`src/rtl/cpu_pkg.sv`:
```
// cpu_pkg: shared constants and types for the decode-stage register file.
//   XLEN    : default datapath width
//   REG_AW  : default register-id width
//   word_t / reg_id_t : default-width data and register-id types
//   pend_max(): saturation value of a pending-write counter of a given width
package cpu_pkg;

  localparam int XLEN   = 32;
  localparam int REG_AW = 5;

  typedef logic [XLEN-1:0]   word_t;
  typedef logic [REG_AW-1:0] reg_id_t;

  function automatic int pend_max(input int pend_w);
    return (1 << pend_w) - 1;
  endfunction

endpackage

```
`src/rtl/pend_scoreboard.sv`:
```
// pend_scoreboard: per-register pending-write counters for RAW hazard tracking.
//   clk, rst     : clock, asynchronous active-high reset
//   issue_fire   : an accepted issue that must be counted (already gated by ready)
//   issue_rd     : destination of that issue
//   wb_en, wb_rd : writeback retiring one pending write on wb_rd
//   flush        : clears every counter; a same-cycle issue is dropped
//   eff          : effective pending count per register, packed r*PEND_W
//   sb_err       : sticky, writeback to a register with nothing pending
// Build option RF_SB_FORWARD_EN: when defined, a same-cycle writeback already
// lowers the effective count so the consumer can take the bypassed value.
module pend_scoreboard #(
  parameter int NREG     = 32,
  parameter int PEND_W   = 2,
  parameter int ZERO_REG = 1,
  parameter int AW       = $clog2(NREG)
) (
  input  logic                   clk,
  input  logic                   rst,
  input  logic                   issue_fire,
  input  logic [AW-1:0]          issue_rd,
  input  logic                   wb_en,
  input  logic [AW-1:0]          wb_rd,
  input  logic                   flush,
  output logic [NREG*PEND_W-1:0] eff,
  output logic                   sb_err
);
  import cpu_pkg::*;

  localparam logic [PEND_W-1:0] PMAX = PEND_W'(pend_max(PEND_W));

  logic [PEND_W-1:0] pend [NREG];
  logic [NREG-1:0]   inc;
  logic [NREG-1:0]   dec;
  logic              err_hit;

  always_comb begin
    inc = '0;
    dec = '0;
    for (int r = 0; r < NREG; r++) begin
      inc[r] = issue_fire && (issue_rd == AW'(r)) && !flush;
      dec[r] = wb_en && (wb_rd == AW'(r)) && (pend[r] != '0);
      // The hard-wired zero register is never tracked.
      if ((ZERO_REG != 0) && (r == 0)) begin
        inc[r] = 1'b0;
        dec[r] = 1'b0;
      end
    end
  end

  // A flush-cycle writeback is treated as legitimate (the issue it belongs
  // to was in flight), so it does not flag an error.
  assign err_hit = wb_en && !flush && (pend[wb_rd] == '0) &&
                   !((ZERO_REG != 0) && (wb_rd == '0));

  always_ff @(posedge clk or posedge rst) begin
    if (rst) begin
      for (int r = 0; r < NREG; r++) pend[r] <= '0;
      sb_err <= 1'b0;
    end else begin
      if (err_hit) sb_err <= 1'b1;
      for (int r = 0; r < NREG; r++) begin
        if (flush)
          pend[r] <= '0;
        else if (inc[r] && !dec[r] && (pend[r] != PMAX))
          pend[r] <= pend[r] + 1'b1;
        else if (dec[r] && !inc[r])
          pend[r] <= pend[r] - 1'b1;
      end
    end
  end

  for (genvar r = 0; r < NREG; r++) begin : g_eff
`ifdef RF_SB_FORWARD_EN
    assign eff[r*PEND_W +: PEND_W] = pend[r] - PEND_W'(dec[r]);
`else
    assign eff[r*PEND_W +: PEND_W] = pend[r];
`endif
  end

endmodule

```
`src/rtl/decode_rf_sb.sv`:
```
// decode_rf_sb: decode-stage register file with N read ports and a
// pending-write scoreboard that stalls RAW hazards.
//   clk, rst          : clock, asynchronous active-high reset
//   rs_id_i           : NRD read ids, port k at [k*AW +: AW]
//   rs_rdata_o        : NRD read data, port k at [k*XLEN +: XLEN]
//   hazard_o          : some read source still has an outstanding write
//   issue_valid_i/issue_rd_i/issue_ready_o : issue handshake (see below)
//   wb_en_i, wb_rd_i, wb_data_i : writeback write port
//   flush_i           : clears all pending counts, drops same-cycle issue
//   sb_err_o          : sticky, writeback with no pending write
//   regfile_dump_o    : registered contents for the co-sim harness
// Build option RF_SB_FORWARD_EN: enables writeback-to-read bypass and lets a
// same-cycle writeback resolve a hazard; undefined, reads see registers only.
//
// Handshake: an issue is accepted on a rising edge where issue_valid_i and
// issue_ready_o are both 1; ready is purely combinational from current state
// and inputs and does not depend on issue_valid_i.
module decode_rf_sb
  import cpu_pkg::*;
#(
  parameter int XLEN     = 32,
  parameter int NREG     = 32,
  parameter int NRD      = 2,
  parameter int PEND_W   = 2,
  parameter int ZERO_REG = 1,
  localparam int AW      = $clog2(NREG)
) (
  input  logic                 clk,
  input  logic                 rst,
  input  logic [NRD*AW-1:0]    rs_id_i,
  output logic [NRD*XLEN-1:0]  rs_rdata_o,
  output logic                 hazard_o,
  input  logic                 issue_valid_i,
  input  logic [AW-1:0]        issue_rd_i,
  output logic                 issue_ready_o,
  input  logic                 wb_en_i,
  input  logic [AW-1:0]        wb_rd_i,
  input  logic [XLEN-1:0]      wb_data_i,
  input  logic                 flush_i,
  output logic                 sb_err_o,
  output logic [NREG*XLEN-1:0] regfile_dump_o
);

  localparam logic [PEND_W-1:0] PMAX = PEND_W'(pend_max(PEND_W));

  logic [XLEN-1:0]        regs [NREG];
  logic [NREG*PEND_W-1:0] eff;
  logic [NRD-1:0]         port_haz;
  logic                   issue_zero;
  logic                   issue_fire;
  logic                   wb_write;

  assign wb_write = wb_en_i && !((ZERO_REG != 0) && (wb_rd_i == '0));

  always_ff @(posedge clk or posedge rst) begin
    if (rst) begin
      for (int r = 0; r < NREG; r++) regs[r] <= '0;
    end else if (wb_write) begin
      regs[wb_rd_i] <= wb_data_i;
    end
  end

  for (genvar k = 0; k < NRD; k++) begin : g_rd
    logic [AW-1:0] id;
    logic          is_zero;
    assign id      = rs_id_i[k*AW +: AW];
    assign is_zero = (ZERO_REG != 0) && (id == '0);
`ifdef RF_SB_FORWARD_EN
    assign rs_rdata_o[k*XLEN +: XLEN] = is_zero ? '0 :
                                        (wb_en_i && (wb_rd_i == id)) ? wb_data_i :
                                        regs[id];
`else
    assign rs_rdata_o[k*XLEN +: XLEN] = is_zero ? '0 : regs[id];
`endif
    assign port_haz[k] = !is_zero && (eff[id*PEND_W +: PEND_W] != '0);
  end

  assign hazard_o = |port_haz;

  // Issues to the zero register are accepted but never counted.
  assign issue_zero    = (ZERO_REG != 0) && (issue_rd_i == '0);
  assign issue_ready_o = !hazard_o &&
                         (issue_zero || (eff[issue_rd_i*PEND_W +: PEND_W] != PMAX));
  assign issue_fire    = issue_valid_i && issue_ready_o && !issue_zero;

  pend_scoreboard #(
    .NREG     (NREG),
    .PEND_W   (PEND_W),
    .ZERO_REG (ZERO_REG),
    .AW       (AW)
  ) u_sb (
    .clk        (clk),
    .rst        (rst),
    .issue_fire (issue_fire),
    .issue_rd   (issue_rd_i),
    .wb_en      (wb_en_i),
    .wb_rd      (wb_rd_i),
    .flush      (flush_i),
    .eff        (eff),
    .sb_err     (sb_err_o)
  );

  for (genvar r = 0; r < NREG; r++) begin : g_dump
    assign regfile_dump_o[r*XLEN +: XLEN] = regs[r];
  end

endmodule

```
`config.mk`:
```
export PLATFORM = sky130hd
export DESIGN_NAME = decode_rf_sb
export DESIGN_NICKNAME = d
export VERILOG_FILES = /design/src/rtl/cpu_pkg.sv /design/src/rtl/pend_scoreboard.sv /design/src/rtl/decode_rf_sb.sv
export SDC_FILE = /design/constraint.sdc
export NUM_CORES = 2
export LEC_CHECK = 0
export BUFFER_PORTS_ARGS = -buffer_cell sky130_fd_sc_hd__buf_4
export CELL_PAD_IN_SITES_DETAIL_PLACEMENT = 0
export CELL_PAD_IN_SITES_GLOBAL_PLACEMENT = 1
export CORE_AREA = 2 2 447 449
export DETAILED_ROUTE_END_ITERATION = 10
export DIE_AREA = 0 0 449 451
export GPL_TIMING_DRIVEN = 0
export PLACE_DENSITY_LB_ADDON = 0.1
export SLEW_MARGIN = 20
export SYNTH_ARGS = -nofsm -noshare
export SYNTH_HDL_FRONTEND = slang
export SYNTH_HIERARCHICAL = 1
export SYNTH_SLANG_ARGS = --single-unit
```
`constraint.sdc`:
```
create_clock -name clk -period 43.4 [get_ports clk]
set_input_delay 2.17 -clock clk [delete_from_list [all_inputs] [get_ports clk]]
set_output_delay 2.17 -clock clk [all_outputs]
set_load 0.01 [all_outputs]
```
==> impl_metrics.prom <==
# TYPE chip_impl_metric gauge
chip_impl_info{name="outcome",value="complete, no violations"} 1
chip_impl_info{name="worst_setup_path_start_kind",value="input pin"} 1
chip_impl_metric{name="track_usage",unit=""} 0.328
chip_impl_metric{name="io_pins",unit=""} 1148
chip_impl_metric{name="ctsHoldBuffers",unit=""} 0
chip_impl_metric{name="synthesis.instances",unit=""} 3976
chip_impl_metric{name="synth-edff-count",unit=""} 0
chip_impl_metric{name="crit_buf_inv",unit=""} 5
chip_impl_metric{name="chipWidth",unit="um"} 449
chip_impl_metric{name="chip_height",unit="um"} 451
chip_impl_metric{name="period_share",unit=""} 0.185
chip_impl_metric{name="vias",unit=""} 45863
chip_impl_metric{name="std_cell_rows",unit=""} 164
chip_impl_metric{name="yosys_warnings",unit=""} 6
chip_impl_metric{name="avgRoutedWirePerCell",unit="um"} 42.0
chip_impl_metric{name="first_global_vias",unit=""} 45907
chip_impl_metric{name="design.final.nets",unit=""} 5336
chip_impl_metric{name="rr_worst_depth",unit=""} 11
chip_impl_info{name="hold_path_class",value="register to register"} 1
chip_impl_info{name="timing.critical_path.cells",value="clkbuf_1 > buf_4 > buf_2 > buf_2 > mux4_2 > mux4_2 > nand2_1 > a21oi_1 > buf_4"} 1
chip_impl_metric{name="synth.area.mux_share",unit=""} 0.441
chip_impl_metric{name="synth_seq_cells",unit=""} 1087
chip_impl_metric{name="synth.yosys.seq_area_share",unit=""} 0.455
chip_impl_metric{name="initial_utilization",unit=""} 0.302
chip_impl_metric{name="antenna_found_initial",unit=""} 14
chip_impl_metric{name="io_buffer_count",unit=""} 1138
chip_impl_info{name="synth_top_family_by_area",value="multiplexers"} 1
chip_impl_metric{name="power_per_cell_area",unit="nW/um2"} 49.5
chip_impl_metric{name="min_period",unit="ps"} 8040
chip_impl_metric{name="worstSkewPairLatency",unit="ps"} 820
chip_impl_info{name="clk_root_buffer_cell",value="clkbuf_16"} 1
chip_impl_metric{name="post-cts-setup-buffer-count",unit=""} 0
chip_impl_metric{name="area_share_of_xor_xnor_cells_in_the_synthesized_design",unit=""} 0.00440
chip_impl_metric{name="worst_ir_drop_on_vdd",unit="mV"} 0.0379
chip_impl_metric{name="cts_made_buffers",unit=""} 141
chip_impl_metric{name="ff2ff_setup_slack",unit="ps"} 39250
chip_impl_info{name="ys_dominant_reg_cell",value="dfrtp_1"} 1
chip_impl_metric{name="clock-skew-final",unit="ps"} 26.1
chip_impl_metric{name="cts-resized-gates",unit=""} 0
chip_impl_metric{name="critical_path_arrival",unit="ps"} 5870
chip_impl_metric{name="h_tree_lvl_count",unit=""} 4
chip_impl_metric{name="initialDrtViolationCount",unit=""} 3890
chip_impl_info{name="crit_path_top_delay_cell",value="buf_2"} 1
chip_impl_metric{name="avgViaCountPerCell",unit=""} 5.70
chip_impl_info{name="worst_r2r_startpoint",value="u_sb/eff[46]"} 1
chip_impl_metric{name="syn_to_final_growth",unit="%"} 28.7
chip_impl_metric{name="setup-violations-final",unit=""} 0
chip_impl_metric{name="route.antenna.remaining_nets",unit=""} 0
chip_impl_metric{name="static-leakage-power",unit="nW"} 34.0
chip_impl_info{name="setup_repair_after_global_routing_missed_its_margin",value="no"} 1
chip_impl_metric{name="hpwl_reported_at_the_end_of_detailed_placement",unit="mm"} 261
chip_impl_metric{name="fmax",unit="GHz"} 0.124
chip_impl_metric{name="timing.critical_path.fanout_max",unit=""} 11
chip_impl_info{name="setup.worst_path.end_class",value="output pin"} 1
chip_impl_metric{name="postLayoutCellArea",unit="um2"} 76900
chip_impl_metric{name="asyncSetResetFlopFracSynth",unit=""} 1.00
chip_impl_metric{name="cp.required",unit="ps"} 41230
chip_impl_metric{name="clk_path_buf_depth",unit=""} 3
chip_impl_metric{name="fin_worst_hold_slack",unit="ps"} 505
chip_impl_info{name="critical_path.startpoint",value="rs_id_i[1]"} 1
chip_impl_metric{name="hold_viol_final",unit=""} 0
chip_impl_info{name="critPathTopFamily",value="buffers and inverters"} 1
chip_impl_metric{name="fp.dieArea",unit="um2"} 202000
chip_impl_metric{name="worst_slack",unit="ps"} 35360
chip_impl_metric{name="share_of_synthesized_cell_area_in_full_adder_half_adder_and_majority_cells",unit=""} 0
chip_impl_metric{name="wl",unit="mm"} 338
chip_impl_metric{name="worst_slew_pin_slew",unit="ps"} 1230
chip_impl_metric{name="post-route-drc-count",unit=""} 0
chip_impl_metric{name="maxCapViolations",unit=""} 0
chip_impl_metric{name="fp.coreArea",unit="um2"} 198000
chip_impl_metric{name="timing.critical_path.slowest_cell_delay",unit="ps"} 710
chip_impl_metric{name="post_synth_num_cell_types",unit=""} 70
chip_impl_info{name="critPathKind",value="input pin to output pin"} 1
chip_impl_metric{name="post_synth_and_or_nand_nor_area_fraction",unit=""} 0.0400
chip_impl_info{name="tritoncts",value="yes"} 1
chip_impl_metric{name="worst_slack_placed",unit="ps"} 35360
chip_impl_metric{name="numClockSinks",unit=""} 1087
chip_impl_metric{name="report.final.slew_viol_count",unit=""} 0
chip_impl_metric{name="path_depth",unit=""} 9
chip_impl_metric{name="grt_start_max_net_pins",unit=""} 98
chip_impl_metric{name="slew_headroom",unit=""} 0.178
chip_impl_metric{name="syn_area_per_cell",unit="um2"} 15.0
chip_impl_metric{name="synth-compound-area-share",unit=""} 0.0262
chip_impl_metric{name="clkTransAtPathRegs",unit="ps"} 50
chip_impl_info{name="timing.rr.end",value="u_sb/eff[6]"} 1
chip_impl_metric{name="gp_congestion",unit=""} 0.901
chip_impl_metric{name="synthesis.area",unit="um2"} 59800
chip_impl_metric{name="grt_first_pass_wirelength",unit="mm"} 446
chip_impl_metric{name="final_layout_size_suffix_gt1_frac",unit=""} 0.611
chip_impl_metric{name="firstDrtPassIters",unit=""} 5
chip_impl_metric{name="dpl-instance-area",unit="um2"} 72300
chip_impl_info{name="crit_path_end",value="rs_rdata_o[14]"} 1
chip_impl_metric{name="gr-total-overflow",unit=""} 0
[worst min path at each step]
stage                            startpoint                 to  slack [ps]  cells after the start
final                     regfile_dump_o[2]  regfile_dump_o[2]         510                      1
after global routing      regfile_dump_o[2]  regfile_dump_o[2]         540                      1
after CTS                 regfile_dump_o[2]  regfile_dump_o[2]         510                      1
after detailed placement  regfile_dump_o[2]  regfile_dump_o[2]         500                      1
after global placement    regfile_dump_o[1]  regfile_dump_o[1]         480                      1
after floorplan                u_sb/eff[16]       u_sb/eff[16]         500                      1
[cell families (layout without fill, tap and decap cells)]
group | count (synthesis) | in the layout
flip-flops | 1087 | 1087
other | 1 | 6
buffers and inverters | 443 | 1848
AO/OA/AOI/OAI | 239 | 239
XOR/XNOR | 30 | 30
AND/OR/NAND/NOR | 486 | 486
multiplexers | 1690 | 1690
[power breakdown]
part	switching (mW)	total [mW]	internal, mW	leakage [nW]
registers	0.236	1.43	1.20	14.0
logic	0.572	1.18	0.603	17.8
clock network	0.506	1.20	0.692	2.26
[Yosys cell counts (32+ instances only)]
library cell / number / share of area
mux2_2: 996 / 0.19
buf_1: 60 / 0.0038
o21ai_0: 48 / 0.0040
nor2_1: 134 / 0.0084
a21oi_1: 85 / 0.0071
dfrtp_1: 1087 / 0.46
buf_2: 117 / 0.0098
buf_4: 32 / 0.0040
clkbuf_1: 217 / 0.014
nand3_1: 70 / 0.0059
mux4_2: 657 / 0.25
mux2i_1: 37 / 0.0062
nand2_1: 155 / 0.0097
[routing by layer]
| metal | vias up | global-route usage | part of all wire |
|---|---|---|---|
| met1 | 25210 | 0.402 | 0.39 |
| met2 | 2064 | 0.542 | 0.49 |
| li1 | 18063 | - | - |
| met3 | 516 | 0.0682 | 0.062 |
| met5 | - | 0.00284 | 0.00038 |
| met4 | 10 | 0.179 | 0.063 |
[per-stage QoR]
step	utilization	std cells	TNS [ps]	total power, mW
6_report	0.388	8042	0	3.81
3_3_place_gp	0.361	7771	-2042480	2.60
2_1_floorplan	-	3977	0	1.91
3_5_place_dp	0.365	7791	0	2.62
5_1_grt	0.388	8040	0	3.93
4_1_cts	0.388	8037	0	3.83
[state kept, by name (all words and copies together) (netlist names)]
| signal | count |
|---|---|
| u_sb/sb_err | 1 |
| u_sb/eff | 62 |
| regfile_dump_o | 1024 |
[layout by cell type (no fill, tap or decap), types with 8 or more instances in the layout]
cell / synthesis / routed
buf_4: 32 / 1170
dfrtp_1: 1087 / 1087
mux2_2: 996 / 996
mux4_2: 657 / 657
clkbuf_1: 217 / 208
nand2_1: 155 / 155
buf_2: 117 / 155
clkbuf_16: 0 / 141
nor2_1: 134 / 131
a21oi_1: 85 / 85
nand3_1: 70 / 70
o21ai_0: 48 / 48
clkbuf_2: 0 / 43
mux2i_1: 37 / 37
clkbuf_8: 0 / 34
nor3_1: 23 / 23
buf_1: 60 / 22
a211oi_1: 22 / 22
nand3b_1: 21 / 21
xnor2_1: 16 / 16
a211o_1: 15 / 15
buf_16: 0 / 15
xor2_1: 14 / 14
nand2b_1: 13 / 13
clkinv_2: 0 / 12
o21a_1: 10 / 10
buf_6: 6 / 9
nor3b_1: 8 / 8
inv_1: 10 / 8
a21o_1: 8 / 8
[cell type report]
cell class / instances / area (um2)
inverters: 11 / 51.3
well taps: 2656 / 3320
clock buffers: 209 / 4120
clock inverters: 37 / 514
repair buffers: 1159 / 9040
plain buffers: 432 / 2030
fillers: 19158 / 121000
multi-input cells: 2447 / 30600
flip-flops and latches: 1087 / 27200
diodes: 4 / 10.0
Power figures use the tool's default switching activity.
